File: src/rtl/shift_sequencer.sv
// Full-duplex shift sequencer: parallel word out serially on ser_out while ser_in is captured, MSB- or LSB-first.
// Latency: WIDTH*DIV+1 cycles from accept to out_valid; one word per WIDTH*DIV+2 cycles with out_ready held high.
// Backpressure: in_ready only in IDLE; DONE holds out_valid/out_data until out_ready. Macro SHIFT_SEQ_DIR_EN adds lsb_first.
module shift_sequencer #(
    parameter int WIDTH = 8,
    parameter int DIV   = 1
) (
    input  logic             clock,
    input  logic             reset_L,
    input  logic             in_valid,
    output logic             in_ready,
    input  logic [WIDTH-1:0] in_data,
`ifdef SHIFT_SEQ_DIR_EN
    input  logic             lsb_first,
`endif
    output logic             ser_out,
    input  logic             ser_in,
    output logic             ser_en,
    output logic             busy,
    output logic             out_valid,
    input  logic             out_ready,
    output logic [WIDTH-1:0] out_data
);

    typedef enum logic [1:0] {IDLE, SHIFT, DONE} state_t;

    localparam int DW = (DIV > 1) ? $clog2(DIV) : 1;
    localparam int CW = $clog2(WIDTH + 1);
    localparam logic [DW-1:0] DIV_LAST = DW'(DIV - 1);
    localparam logic [CW-1:0] CNT_LAST = CW'(WIDTH - 1);

    state_t           state;
    logic [WIDTH-1:0] sr;
    logic [DW-1:0]    div_cnt;
    logic [CW-1:0]    bit_cnt;
    logic             lsb_q;
    logic             tick;

    assign tick = (state == SHIFT) && (div_cnt == DIV_LAST);

`ifdef SHIFT_SEQ_DIR_EN
    // Bit order is frozen at accept so lsb_first may change freely mid-transfer.
    always_ff @(posedge clock or negedge reset_L) begin
        if (!reset_L) begin
            lsb_q <= 1'b0;
        end else if (state == IDLE && in_valid) begin
            lsb_q <= lsb_first;
        end
    end
`else
    assign lsb_q = 1'b0;
`endif

    always_ff @(posedge clock or negedge reset_L) begin
        if (!reset_L) begin
            state   <= IDLE;
            sr      <= '0;
            div_cnt <= '0;
            bit_cnt <= '0;
        end else begin
            case (state)
                IDLE: begin
                    if (in_valid) begin
                        sr      <= in_data;
                        div_cnt <= '0;
                        bit_cnt <= '0;
                        state   <= SHIFT;
                    end
                end
                SHIFT: begin
                    if (tick) begin
                        div_cnt <= '0;
                        sr      <= lsb_q ? {ser_in, sr[WIDTH-1:1]} : {sr[WIDTH-2:0], ser_in};
                        bit_cnt <= bit_cnt + CW'(1);
                        if (bit_cnt == CNT_LAST) begin
                            state <= DONE;
                        end
                    end else begin
                        div_cnt <= div_cnt + DW'(1);
                    end
                end
                DONE: begin
                    // Return to IDLE rather than accepting directly: one bubble per word.
                    if (out_ready) begin
                        state <= IDLE;
                    end
                end
                default: state <= IDLE;
            endcase
        end
    end

    assign in_ready  = reset_L && (state == IDLE);
    assign busy      = (state == SHIFT);
    assign ser_en    = tick;
    assign ser_out   = (state == SHIFT) && (lsb_q ? sr[0] : sr[WIDTH-1]);
    assign out_valid = (state == DONE);
    assign out_data  = (state == DONE) ? sr : '0;

endmodule

File: config.mk
export PLATFORM = sky130hd
export DESIGN_NAME = shift_sequencer
export DESIGN_NICKNAME = d
export VERILOG_FILES = /design/src/rtl/shift_sequencer.sv
export SDC_FILE = /design/constraint.sdc
export NUM_CORES = 1
export LEC_CHECK = 0
export ABC_CLOCK_PERIOD_IN_PS = 2100
export CAP_MARGIN = 15
export CORE_AREA = 4 4 71 47
export DETAILED_ROUTE_END_ITERATION = 6
export DIE_AREA = 0 0 75 51
export PLACE_DENSITY = 0.56
export RECOVER_POWER = 100
export REMOVE_ABC_BUFFERS = 1
export SYNTH_ARGS = -nofsm -noshare
export SYNTH_HDL_FRONTEND = slang
export SYNTH_SLANG_ARGS = --single-unit
File: constraint.sdc
create_clock -name clock -period 2.1 [get_ports clock]
set_input_delay 0.42 -clock clock [delete_from_list [all_inputs] [get_ports clock]]
set_output_delay 0.42 -clock clock [all_outputs]
set_load 0.005 [all_outputs]
==> impl_metrics.tcl, run 1 <==
set metrics [dict create \
    hold-path-endpoint "bit_cnt[3]$_DFFE_PN0P_" \
    cts-htree-levels 1 \
    coreArea_mm2 0.00272 \
    clock_sinks 15 \
    final-setup-viol-count 0 \
    vdd_ir_drop_max_mv 0.412 \
    overflow 0 \
    rr_startpoint "state[1]$_DFFE_PN0P_" \
    rsz0062_at_grt "no" \
    synth_area_um2 792 \
    cp.required_ns 1.68 \
    pwr-share-comb 0.488 \
    grt_max_degree 16 \
    finalMaxSlewViolations 0 \
    min_path_cells 1 \
    syn_inst 83 \
    setup.worst_path.end_class "primary output" \
    pwr-share-clk 0.155 \
    period_needed_ns 2.03 \
    die_h_um 51 \
    wl_per_cell_um 13.5 \
    slowest_stage "clkdlybuf4s50_1" \
    status "completed" \
    grt_pass1_wl_mm 3.22 \
    min_from "bit_cnt[3]$_DFFE_PN0P_" \
    drt-pass1-iter-count 3 \
    ff2ff_path_depth 4 \
    syn_to_final_growth_pct 48.5 \
    max-slew-margin-rel 0.447 \
    path_delay_family "buffers and inverters" \
    worstPathMaxFanout 10 \
    finalWirelength_mm 2.05 \
    final_nets 133 \
    min_period_over_period 0.967 \
    final_cell_area_mm2 0.00118 \
    critPathBufInv 2 \
    drive_above_1_share 0.144 \
    drc 0 \
    r2r_end "sr[7]$_DFFE_PN0P_" \
    min_path_type "reg -> reg" \
    power_leakage_uw 0.000535 \
    synth_top_area_frac 0.474 \
    cts_hold_buf 0 \
    top_usage_layer "met1" \
    fill_cells 260 \
    grt_usage 0.111 \
    row_count 15 \
    grtUsageMet1 0.176 \
    powerDensity_mw_per_mm2 1290 \
    switching_power_uw 563 \
    met3_usage 0.0452 \
    synthTopCellsByArea "dfrtp_1 (47%), nand2_1 (8.1%), and2_1 (7.1%), a31oi_1 (5.5%), nor3_1 (4.4%)" \
    synthDistinctLibCells 27 \
    setup_tns_ns 0 \
    cp_data_arrival_time_ns 1.61 \
    synth-seq-cells 15 \
    path_class "reg -> out" \
    clockBufferDepth 2 \
    power_frac_seq 0.357 \
    numCtsBuffers 3 \
    drt-initial-drc-count 9 \
    cts_tree "yes" \
    path_cells "nor2b_1 > buf_4 > and2_1 > clkdlybuf4s50_1" \
    clkLatencyLatePin_ns 0.25 \
    clock.fmax_mhz 493 \
    clk_pin_slew_ns 0.06 \
    antenna_cells 0 \
    ios 26 \
    slowest_delay_ns 0.50 \
    start_util 0.291 \
    startpoint_type "register" \
    worst_pin_slew_ns 0.829 \
    routabilityCongestion 0.737 \
    grt_pass1_vias 659 \
    cts_root_buffer "clkbuf_8" \
    cap_violations 0 \
    yosysSeqAreaShare 0.474 \
    vias 698 \
    globalRouteMet2Util 0.139 \
    swShare 0.372 \
    p_int_uw 952 \
    drtAntennaViolNets 0 \
    final_hold_viol_count 0 \
    io_buffers 25 \
    antenna_found_initial 0 \
    yosys_warnings 0 \
    r2r_slack_ns 0.20 \
    avgSynthCellArea_um2 9.54 \
    via_per_inst 4.59 \
    place_hpwl_mm 1.47 \
    die_w_um 75 \
    place_area_mm2 0.00111 \
    die-area_mm2 0.00383 \
    synth_top_area_cell "dfrtp_1" \
    skew_ns 0.00201 \
]
metal layers:
metal	part of all wire	routed length, um
met5	0	0
met3	0.049	101
met4	0	0
met2	0.42	863
met1	0.53	1090
how the worst max path moves through the flow:
| stage | from | end | cells after the start |
|---|---|---|---|
| final | state[0]$_DFFE_PN0P_ | out_data[2] | 4 |
| after global placement | reset_L | in_ready | 3 |
| after detailed placement | reset_L | in_ready | 3 |
| after floorplan | state[1]$_DFFE_PN0P_ | ser_out | 3 |
| after global routing | state[0]$_DFFE_PN0P_ | out_data[3] | 4 |
| after CTS | state[0]$_DFFE_PN0P_ | out_data[7] | 4 |
flip-flops by register name, indices dropped and copies added (netlist names):
signal   count
bit_cnt      4
div_cnt      1
sr           8
state        2
repair_timing:
| item | 4_1_cts | 5_1_grt |
|---|---|---|
| gates resized for setup | 1 | 4 |
| buffers inserted | 1 | 3 |
| setup endpoints to repair | 9 | 9 |
cell usage after synthesis, drive strengths merged:
| cell type | n |
|---|---|
| o21ai | 4 |
| xnor2 | 1 |
| nand2 | 17 |
| dfrtp | 15 |
| nor3b | 3 |
| nor2 | 2 |
| nor2b | 1 |
| mux2i | 1 |
| or3b | 1 |
| nor4bb | 2 |
| and3 | 1 |
| a21oi | 1 |
| ha | 1 |
| buf | 2 |
| mux2 | 2 |
| nor3 | 7 |
| and2 | 9 |
| a31oi | 7 |
| clkbuf | 1 |
| inv | 3 |
| nand2b | 1 |
| nand4 | 1 |
through the flow:
| step | power, uW | hold WS, ns | utilization | worst slack (ns) | std cells |
|---|---|---|---|---|---|
| after global routing | 1640 | 0.539 | 0.432 | 0.00344 | 152 |
| after floorplan | 968 | 0.124 | - | 0.563 | 80 |
| after CTS | 1530 | 0.481 | 0.426 | 0.0207 | 149 |
| after detailed placement | 1270 | 0.473 | 0.406 | 0.0857 | 144 |
| after global placement | 1260 | 0.468 | 0.406 | 0.0566 | 144 |
| final | 1510 | 0.488 | 0.432 | 0.0701 | 152 |
power groups by stage:
| stage | Clock [uW] | Sequential, uW | Combinational [uW] |
|---|---|---|---|
| 2_1_floorplan | 0 | 511 | 457 |
| 3_3_place_gp | 0 | 543 | 719 |
| 3_5_place_dp | 0 | 543 | 728 |
| 4_1_cts | 242 | 541 | 745 |
| 5_1_grt | 256 | 560 | 821 |
| 6_report | 235 | 540 | 739 |
cell type report:
cell class | instances | area, um2 | area share
multi-input cells | 62 | 380 | 0.323
flip-flops and latches | 15 | 378 | 0.321
repair buffers | 34 | 319 | 0.271
clock buffers | 4 | 45.0 | 0.0383
well taps | 34 | 42.5 | 0.0362
inverters | 3 | 11.3 | 0.00957
worst register-to-register path, delay by kind of cell (launching register included):
| family | cells | cell delay [ns] |
|---|---|---|
| flops | 1 | 0.44 |
| compound gates | 1 | 0.45 |
| mux | 1 | 0.35 |
| simple gates | 1 | 0.40 |
| buf+inv | 1 | 0.15 |
cell usage in the layout (no fill, tap or decap), drive strengths merged, types with 2 or more instances in the layout:
cell type,instances
a31oi,7
and2,9
buf,8
clkbuf,5
clkdlybuf4s50,20
dfrtp,15
dlygate4sd3,3
dlymetal6s2s,2
inv,3
mux2,2
nand2,17
nor2,2
nor3,7
nor3b,3
nor4bb,2
o21ai,4
cells by family after synthesis:
group                      count (synthesis)  synth area share
AOI/OAI and AO/OA                         12             0.101
xor gates and xnor gates                   1            0.0111
adders and majority gates                  1            0.0158
buffers and inverters                      6            0.0347
DFF                                       15             0.474
muxes                                      3            0.0458
and+or+nand+nor                           45             0.318
Power figures use the tool's default switching activity.
==> run 2: changes to the inputs <==
--- a/config.mk
+++ b/config.mk
@@ -11,7 +11,6 @@
 export DETAILED_ROUTE_END_ITERATION = 6
 export DIE_AREA = 0 0 75 51
 export PLACE_DENSITY = 0.56
-export RECOVER_POWER = 100
 export REMOVE_ABC_BUFFERS = 1
 export SYNTH_ARGS = -nofsm -noshare
 export SYNTH_HDL_FRONTEND = slang
==> run 2 against run 1 <==
Effect of this change: via count up 0.86%; global-route usage unchanged; combinational power rose by 3.9%; die area did not move; flip-flop and latch count unchanged; cell area increased by 1.5%.
==> impl_metrics.tcl, run 2 (same netlist as run 1, synthesis figures left out) <==
set metrics [dict create \
    via_per_inst 4.63 \
    path_class "reg -> out" \
    setup_tns_ns 0 \
    coreArea_mm2 0.00272 \
    grt_max_degree 16 \
    final_cell_mix "clkdlybuf4s50_1 (23), nand2_1 (17), dfrtp_1 (13)" \
    routabilityCongestion 0.737 \
    min_path_type "reg -> reg" \
    antenna_found_initial 0 \
    numCtsBuffers 3 \
    grt_usage 0.111 \
    drt-initial-drc-count 4 \
    finalWirelength_mm 2.05 \
    cts_tree "yes" \
    row_count 15 \
    worst_pin_slew_ns 0.338 \
    min_period_over_period 0.968 \
    grt_pass1_wl_mm 3.22 \
    period_needed_ns 2.03 \
    io_buffers 25 \
    drive_above_1_share 0.178 \
    setup.worst_path.end_class "primary output" \
    syn_to_final_growth_pct 50.7 \
    clock_sinks 15 \
    cts_root_buffer "clkbuf_8" \
    vdd_ir_drop_max_mv 0.412 \
    largest_register_ffs 8 \
    slowest_stage "clkdlybuf4s50_1" \
    min_from "bit_cnt[3]$_DFFE_PN0P_" \
    drc 0 \
    slowest_delay_ns 0.50 \
    powerDensity_mw_per_mm2 1290 \
    die-area_mm2 0.00383 \
    final_util 0.439 \
    worstPathMaxFanout 10 \
    clkLatencyLatePin_ns 0.25 \
    final-setup-viol-count 0 \
    clockBufferDepth 2 \
    multi_input_area_um2 394 \
    cap_violations 0 \
    drt-pass1-iter-count 4 \
    startpoint_type "register" \
    rr_startpoint "state[1]$_DFFE_PN0P_" \
    cp-startpoint "state[0]$_DFFE_PN0P_" \
    start_util 0.291 \
    path_cells "nor2b_1 > buf_4 > and2_1 > clkdlybuf4s50_1" \
    final_nets 133 \
    power_leakage_uw 0.000542 \
    ios 26 \
    clock.fmax_mhz 492 \
    skew_ns 0.00231 \
    clk_pin_slew_ns 0.06 \
    drtAntennaViolNets 0 \
    overflow 0 \
    cp.required_ns 1.68 \
    max-slew-margin-rel 0.771 \
    vias 704 \
    fill_cells 263 \
    grt_pass1_vias 659 \
    die_h_um 51 \
    wl_per_cell_um 13.5 \
    final-seq-area_um2 378 \
    finalMaxSlewViolations 0 \
    cp_data_arrival_time_ns 1.61 \
    final_hold_viol_count 0 \
    antenna_cells 0 \
    rsz0062_at_grt "no" \
    top_register "sr" \
    place_hpwl_mm 1.47 \
    top_regs "sr x8, bit_cnt x4, state x2" \
    die_w_um 75 \
    cts-htree-levels 1 \
    final_common_cell "clkdlybuf4s50_1" \
    status "completed" \
]
-- run 2: power breakdown --
part	leakage [uW]	internal [uW]	switching, uW
Clock	0.0000228	134	100
Sequential	0.000177	430	111
Combinational	0.000342	406	362
Total	0.000542	970	573
-- run 2: critical path, delay by kind of cell (launching register included) --
| family | cells | cell delay, ns |
|---|---|---|
| buffers and inverters | 2 | 0.67 |
| DFF | 1 | 0.45 |
| and+or+nand+nor | 2 | 0.26 |
-- run 2: area by class of cell --
class,count,share of cell area
Timing Repair Buffer,34,0.270
Inverter,3,0.00943
Tap cell,34,0.0356
Sequential cell,15,0.317
Clock buffer,4,0.0377
Multi-Input combinational cell,62,0.330
-- run 2: final timing paths --
path | end | slack [ns] | cells past startpoint
worst max-delay path | out_data[2] | 0.07 | 4
worst min-delay path | bit_cnt[3]$_DFFE_PN0P_ | 0.49 | 1
worst max register to register | sr[7]$_DFFE_PN0P_ | 0.52 | 4
worst min register to register | bit_cnt[3]$_DFFE_PN0P_ | 0.49 | 1
max in group asynchronous | state[1]$_DFFE_PN0P_ | 1.40 | 2
min in group asynchronous | sr[4]$_DFFE_PN0P_ | 0.51 | 2
-- run 2: through the flow --
stage	std cells	total power, uW	area [um2]	hold slack [ns]	worst slack [ns]
floorplan	80	968	776	0.124	0.563
global placement	144	1260	1110	0.468	0.0566
detailed placement	144	1270	1110	0.473	0.0857
CTS	149	1530	1160	0.481	0.0207
global route	152	1670	1190	0.539	0.000420
finish	152	1540	1190	0.488	0.0664
-- run 2: what timing repair did --
item,in CTS,in global routing
setup endpoints to repair,9,9
resized for setup,1,4
setup buffers,1,3
hold buffers,0,0
-- run 2: metal layers --
metal	wire, um	global-route usage	up-vias
li1	-	-	360
met1	1090	0.176	331
met2	859	0.139	13
met3	101	0.0452	0
met4	0	0.0178	0
met5	0	0	-
